`src/rtl/red_pitaya_daisy_pkg.sv`:
```
// Shared daisy-chain link definitions: framer state encoding, slice parity
// fold and the configuration legality check used by the TX and RX sides.
package red_pitaya_daisy_pkg;

    localparam int DAISY_MAX_W  = 1024;
    localparam int DAISY_MAX_NS = 64;

    typedef enum logic [1:0] {
        ST_DATA   = 2'd0,
        ST_TRAIN  = 2'd1,
        ST_BYPASS = 2'd2
    } daisy_state_e;

    // Word must split into at least two whole lane symbols; FIFO depth a power of 2.
    function automatic bit daisy_cfg_ok(input int dw, input int lw, input int fd);
        bit ok;
        ok = (lw > 0) && (dw > 0) && (dw < DAISY_MAX_W);
        if (ok) begin
            ok = ((dw % lw) == 0) && ((dw / lw) >= 2) && ((dw / lw) <= DAISY_MAX_NS);
        end
        ok = ok && (fd >= 2) && ((fd & (fd - 1)) == 0);
        return ok;
    endfunction

    // The low lw bits of the result are the XOR of the ns lw-bit slices of w.
    function automatic logic [DAISY_MAX_W-1:0] daisy_parity_fold(
        input logic [DAISY_MAX_W-1:0] w,
        input int                     ns,
        input int                     lw
    );
        logic [DAISY_MAX_W-1:0] acc;
        acc = '0;
        for (int i = 0; i < DAISY_MAX_NS; i++) begin
            if (i < ns) begin
                acc = acc ^ (w >> (i * lw));
            end
        end
        return acc;
    endfunction

endpackage

```
`src/rtl/red_pitaya_daisy_tx_fifo.sv`:
```
// Single-clock word FIFO for the daisy TX framer; first-word-fall-through read
// port, async active-low reset of the pointers only.
module red_pitaya_daisy_tx_fifo #(
    parameter int DW = 16,
    parameter int FD = 4
) (
    input  logic                   clk_i,
    input  logic                   rstn_i,
    input  logic                   push_i,
    input  logic [DW-1:0]          wdat_i,
    input  logic                   pop_i,
    output logic [DW-1:0]          rdat_o,
    output logic                   full_o,
    output logic                   empty_o,
    output logic [$clog2(FD):0]    lvl_o
);

    localparam int AW = $clog2(FD);

    logic [DW-1:0] mem_q [FD];
    logic [AW:0]   wr_ptr_q, wr_ptr_d;
    logic [AW:0]   rd_ptr_q, rd_ptr_d;
    logic          do_push, do_pop;

    // Pointers carry one extra wrap bit so full and empty are distinguishable.
    always_comb begin
        lvl_o    = wr_ptr_q - rd_ptr_q;
        full_o   = (lvl_o == (AW+1)'(FD));
        empty_o  = (lvl_o == '0);
        do_push  = push_i && !full_o;
        do_pop   = pop_i && !empty_o;
        wr_ptr_d = wr_ptr_q;
        rd_ptr_d = rd_ptr_q;
        if (do_push) begin
            wr_ptr_d = wr_ptr_q + (AW+1)'(1);
        end
        if (do_pop) begin
            rd_ptr_d = rd_ptr_q + (AW+1)'(1);
        end
        rdat_o = mem_q[rd_ptr_q[AW-1:0]];
    end

    always_ff @(posedge clk_i or negedge rstn_i) begin
        if (!rstn_i) begin
            wr_ptr_q <= '0;
            rd_ptr_q <= '0;
        end else begin
            wr_ptr_q <= wr_ptr_d;
            rd_ptr_q <= rd_ptr_d;
        end
    end

    always_ff @(posedge clk_i) begin
        if (do_push) begin
            mem_q[wr_ptr_q[AW-1:0]] <= wdat_i;
        end
    end

endmodule

```
`src/rtl/red_pitaya_daisy_tx_framer.sv`:
```
// Daisy-chain TX framer: buffers words and slices them LSB-first into lane
// symbols with training and bypass modes. Define DAISY_TX_PARITY_EN for a parity slot.
module red_pitaya_daisy_tx_framer
    import red_pitaya_daisy_pkg::*;
#(
    parameter int             DW        = 16,
    parameter int             LW        = 4,
    parameter int             FD        = 4,
    parameter logic [LW-1:0]  TRAIN_PAT = 4'h9
) (
    input  logic                 par_clk_i,
    input  logic                 par_rstn_i,
    input  logic                 sync_mode_i,
    input  logic                 train_i,
    input  logic                 s_valid_i,
    output logic                 s_ready_o,
    input  logic [DW-1:0]        s_dat_i,
    output logic [LW-1:0]        lane_o,
    output logic                 lane_vld_o,
    output logic                 frame_o,
    output logic [$clog2(FD):0]  fifo_lvl_o
);

    localparam int NS = DW / LW;
`ifdef DAISY_TX_PARITY_EN
    localparam int NF = NS + 1;
`else
    localparam int NF = NS;
`endif
    localparam int SW = $clog2(NF);

    if (!daisy_cfg_ok(DW, LW, FD)) begin : g_cfg_err
        $error("red_pitaya_daisy_tx_framer: illegal DW/LW/FD combination");
    end

    daisy_state_e  state_q, state_d;
    logic [SW-1:0] sel_q, sel_d;
    logic [DW-1:0] word_q, word_d;
    logic          act_q, act_d;
    logic [LW-1:0] lane_q, lane_d;
    logic          vld_q, vld_d;
    logic          frame_q, frame_d;

    logic          push, pop, full, empty;
    logic [DW-1:0] rd_data;
    logic [LW-1:0] lane_sl, lane_par;

    red_pitaya_daisy_tx_fifo #(
        .DW (DW),
        .FD (FD)
    ) u_fifo (
        .clk_i   (par_clk_i),
        .rstn_i  (par_rstn_i),
        .push_i  (push),
        .wdat_i  (s_dat_i),
        .pop_i   (pop),
        .rdat_o  (rd_data),
        .full_o  (full),
        .empty_o (empty),
        .lvl_o   (fifo_lvl_o)
    );

    // FIFO is frozen in bypass; the upstream sees a permanently ready sink.
    assign push      = s_valid_i && !full && (state_q != ST_BYPASS);
    assign s_ready_o = (state_q == ST_BYPASS) || !full;

    assign lane_sl  = LW'(word_q >> (LW * int'(sel_q)));
    assign lane_par = LW'(daisy_parity_fold(DAISY_MAX_W'(word_q), NS, LW));

    always_comb begin
        sel_d   = (sel_q == SW'(NF-1)) ? '0 : sel_q + SW'(1);
        state_d = state_q;
        word_d  = word_q;
        act_d   = act_q;
        lane_d  = '0;
        vld_d   = 1'b0;
        frame_d = 1'b0;
        pop     = 1'b0;

        // Mode requests only land on frame boundaries so no frame is cut short.
        if (sel_q == SW'(NF-1)) begin
            if (sync_mode_i) begin
                state_d = ST_BYPASS;
            end else if (train_i) begin
                state_d = ST_TRAIN;
            end else begin
                state_d = ST_DATA;
            end
        end

        case (state_q)
            ST_BYPASS: begin
                lane_d = s_dat_i[LW-1:0];
                vld_d  = s_valid_i;
            end
            ST_TRAIN: begin
                lane_d  = TRAIN_PAT;
                frame_d = (sel_q == '0);
            end
            default: begin
                if (sel_q == '0) begin
                    act_d = !empty;
                    if (!empty) begin
                        pop     = 1'b1;
                        word_d  = rd_data;
                        lane_d  = rd_data[LW-1:0];
                        vld_d   = 1'b1;
                        frame_d = 1'b1;
                    end
                end else if (act_q) begin
                    lane_d = (int'(sel_q) < NS) ? lane_sl : lane_par;
                    vld_d  = 1'b1;
                end
            end
        endcase
    end

    always_ff @(posedge par_clk_i or negedge par_rstn_i) begin
        if (!par_rstn_i) begin
            state_q <= ST_DATA;
            sel_q   <= '0;
            word_q  <= '0;
            act_q   <= 1'b0;
            lane_q  <= '0;
            vld_q   <= 1'b0;
            frame_q <= 1'b0;
        end else begin
            state_q <= state_d;
            sel_q   <= sel_d;
            word_q  <= word_d;
            act_q   <= act_d;
            lane_q  <= lane_d;
            vld_q   <= vld_d;
            frame_q <= frame_d;
        end
    end

    assign lane_o     = lane_q;
    assign lane_vld_o = vld_q;
    assign frame_o    = frame_q;

endmodule
```
`config.mk`:
```
export PLATFORM = sky130hd
export DESIGN_NAME = red_pitaya_daisy_tx_framer
export DESIGN_NICKNAME = d
export VERILOG_FILES = /design/src/rtl/red_pitaya_daisy_pkg.sv /design/src/rtl/red_pitaya_daisy_tx_fifo.sv /design/src/rtl/red_pitaya_daisy_tx_framer.sv
export SDC_FILE = /design/constraint.sdc
export NUM_CORES = 1
export LEC_CHECK = 0
export ABC_CLOCK_PERIOD_IN_PS = 2500
export CAP_MARGIN = 15
export CORE_ASPECT_RATIO = 1.1
export CORE_MARGIN = 3
export CORE_UTILIZATION = 25
export DETAILED_ROUTE_END_ITERATION = 16
export HOLD_SLACK_MARGIN = 0.08
export RECOVER_POWER = 100
export SYNTH_ARGS = -nofsm -noshare
export SYNTH_HDL_FRONTEND = slang
export SYNTH_SLANG_ARGS = --single-unit
```
`constraint.sdc`:
```
create_clock -name par_clk_i -period 2.5 [get_ports par_clk_i]
set_input_delay 0.5 -clock par_clk_i [delete_from_list [all_inputs] [get_ports par_clk_i]]
set_output_delay 0.5 -clock par_clk_i [all_outputs]
set_load 0.05 [all_outputs]
```
==> flow_summary_export.csv <==
group,metric,value,unit
run_status,outcome,"complete, but fails checks",
run_status,violations,"setup timing",
timing,setup_viol,1,
grt,grt_max_degree,34,
yosys,ys_seq_area_share,69.4,%
pwr,power,6.33,mW
critical_path,worst_setup_path_end_kind,"primary output",
cts,cts-root-buf,"clkbuf_16",
cts,clk-insertion-delay-late,0.35,ns
cts,cts.clk_slew.worst_paths,0.06,ns
cts,clock-sinks,97,
critical_path,cpMaxStageDelayCell,"fa_2",
final_layout,nFillCells,1486,
pwr,ir_worst_vdd,0.000462,V
timing,fmax,382,MHz
critical_path,cp.arrival,2.12,ns
placed_design,io_buffer_count,30,
floorplan,design.core.area,0.0153,mm2
critical_path,worst_path_largest_cell_delay,0.60,ns
timing,hold_viol_final,0,
flow_run,maxCapViolCount,0,
timing,period_share,105,%
yosys,synth_nets,247,
timing,worst_slack,-0.121,ns
cts,ctsHoldBuffers,0,
floorplan,dieHeight,138,um
detailed_routing,ant_nets,0,
yosys,synth_area_leaders,"edfxtp_1 (49%), dfrtp_1 (21%), mux4_2 (11%)",
critical_path,crit_fanout,3,
final_layout,drive_gt1_share,29.5,%
cts,htree_num_levels,3,
detailed_routing,wl_met1,3270,um
cts,cts_tree,"done",
detailed_routing,wl_per_cell,15.8,um
timing,tightest_slew,0.847,ns
detailed_routing,wl_met3,316,um
detailed_routing,via_per_inst,4.27,
placed_design,hpwl,4750,um
critical_path,r2r_setup_slack,0.13,ns
final_layout,final_nets,295,
yosys,synthArstFlopShare,34.0,%
floorplan,die_x,126,um
yosys,synth_top_area_share,48.5,%
yosys,synth-edff-count,64,
pwr,p_leak,1.82,nW
grt,grt_pass1_vias,2136,
timing,finalClockSkew,0.0131,ns
detailed_routing,wirelength,7330,um
detailed_routing,drc,0,
yosys,ys_ff_latch,97,
timing,timing.final.max_slew_violations,0,
timing,min_period,2.62,ns
detailed_routing,num_vias,1983,
final_layout,areaGrowthSynthToFinish,24.6,%
grt,grt_pass1_wl,11500,um
yosys,postSynthAreaPerCell,18.4,um2
pwr,p_per_area,1280,mW/mm2
yosys,synth_cell_types,35,
grt,antenna_found_initial,1,
floorplan,dieArea,0.0174,mm2
yosys,yosys_warnings,0,
cts,cts_buffers,9,
timing,rsz0062_at_grt,"true",
floorplan,num_rows,47,
critical_path,critPathKind,"flop to primary output",
critical_path,path_cells,"ha_4, fa_2, nand2_4, or3_4, buf_8",
yosys,synthCells,215,
cts,clock_path_buffers,2,
yosys,ys.flop_type,"edfxtp_1",
final_layout,antenna_cells,0,
detailed_routing,top_layer_used,"met5",
yosys,syn-cell-area,0.00396,mm2
floorplan,io-pin-count,31,
critical_path,crit_required,2.00,ns
critical_path,cp-start-kind,"flop",
placed_design,gp_congestion,0.710,
yosys,yosysTopAreaCell,"edfxtp_1",
detailed_routing,dr_wl_met2,3580,um
floorplan,start_util,25.9,%
timing,max-slew-margin-rel,43.6,%
grt,grt.overflow.total,0,
detailed_routing,dr.first_iter.drc_count,106,
detailed_routing,drt_first_pass_iters,4,
placed_design,dpl_cell_area,0.00459,mm2
grt,grtUsageTotal,8.67,%
worst_hold_path,hold_path.class,"flop to flop",
final_layout,design_area,0.00494,mm2
-- synthesized netlist by cell type (2+ instances only) --
master / count
mux2_2: 11
a21oi_1: 3
dfrtp_1: 33
mux2_4: 4
and2_1: 4
nor2_1: 4
buf_2: 2
o211ai_1: 6
o21ai_0: 5
edfxtp_1: 64
mux4_2: 20
clkbuf_1: 3
a22oi_1: 2
nand2_1: 7
ha_1: 10
inv_1: 16
xnor2_1: 3
-- routing by layer --
| layer | vias to the layer above | track usage [%] |
|---|---|---|
| li1 | 914 | - |
| met1 | 1015 | 11.2 |
| met2 | 39 | 13.6 |
| met3 | 13 | 2.08 |
| met4 | 2 | 4.23 |
| met5 | - | 0 |
-- worst paths after layout --
check | cells after the start | start | end
max | 5 | u_fifo.rd_ptr_q[0] | s_ready_o
min | 1 | word_q[10] | word_q[10]
max reg2reg | 8 | u_fifo.rd_ptr_q[0] | u_fifo.mem_q[3][6]
min reg2reg | 1 | word_q[10] | word_q[10]
max in group asynchronous | 2 | par_rstn_i | word_q[7]
min in group asynchronous | 2 | par_rstn_i | lane_vld_o
-- what timing repair did --
item,in CTS,in global routing
pin swaps,1,4
setup buffers,0,4
gates resized for setup,2,7
setup endpoints to repair,2,2
cloned,0,0
-- stage by stage --
step | util, % | setup slack, ns | setup TNS (ns) | hold slack [ns] | instances
finish | 32.3 | -0.121 | -0.121 | 0.500 | 464
detailed placement | 30.0 | 0.0157 | 0 | 0.492 | 445
global placement | 30.0 | 0.0390 | 0 | 0.487 | 445
global route | 32.3 | -0.167 | -0.187 | 0.520 | 464
CTS | 31.9 | -0.115 | -0.115 | 0.507 | 460
floorplan | - | 0.0293 | 0 | 0.204 | 215
-- power by group --
group | switching, mW | total, mW | internal (mW)
Clock | 0.563 | 1.32 | 0.760
Combinational | 1.39 | 2.71 | 1.32
Sequential | 0.162 | 2.29 | 2.13
-- layout by cell type (no fill, tap or decap), types with 2 or more instances in the layout --
master | synthesis | final
o21ai_0 | 5 | 5
ha_1 | 10 | 9
inv_1 | 16 | 15
mux2_4 | 4 | 4
xnor2_1 | 3 | 3
buf_4 | 0 | 13
clkdlybuf4s50_1 | 0 | 9
a22oi_1 | 2 | 2
buf_12 | 1 | 4
nand2_1 | 7 | 7
and2_2 | 0 | 3
clkinv_2 | 0 | 2
edfxtp_1 | 64 | 64
dfrtp_1 | 33 | 33
a21oi_1 | 3 | 3
o211ai_1 | 6 | 6
clkbuf_16 | 0 | 10
mux4_2 | 20 | 20
nor2_1 | 4 | 4
mux2_2 | 11 | 11
dlygate4sd3_1 | 0 | 17
-- critical path: cells and delay by family (launching register included) --
family / cells / cell delay (ns)
fa+ha+maj: 2 / 0.78
simple gates: 2 / 0.43
flops: 1 / 0.42
buf+inv: 1 / 0.16
-- sequential cells by signal, indices dropped and copies added (netlist names) --
| register | count |
|---|---|
| sel_q | 2 |
| act_q | 1 |
| u_fifo.rd_ptr_q | 3 |
| state_q | 2 |
| u_fifo.mem_q | 64 |
| word_q | 16 |
| u_fifo.wr_ptr_q | 3 |
| lane_o | 4 |
| lane_vld_o | 1 |
| frame_o | 1 |
-- cell families (layout without fill, tap and decap cells) --
kind of cell,after synthesis,count (layout),share of synthesized area [%]
adder cells (fa/ha/maj),11,11,3.66
AND/OR/NAND/NOR,19,19,2.40
AO/OA/AOI/OAI,22,22,3.79
XOR/XNOR,5,5,1.48
buffers and inverters,25,78,3.03
flip-flops,97,97,69.4
multiplexers,36,36,16.3
-- layout make-up --
| type | instances | area, um2 | share of cell area (%) |
|---|---|---|---|
| Sequential cell | 97 | 2750 | 55.7 |
| Tap cell | 196 | 245 | 4.97 |
| Timing Repair Buffer | 45 | 458 | 9.28 |
| Clock inverter | 4 | 26.3 | 0.532 |
| Inverter | 17 | 71.3 | 1.44 |
| Clock buffer | 12 | 268 | 5.42 |
| Multi-Input combinational cell | 93 | 1120 | 22.7 |
No activity file was read; power rests on OpenSTA's default activity.
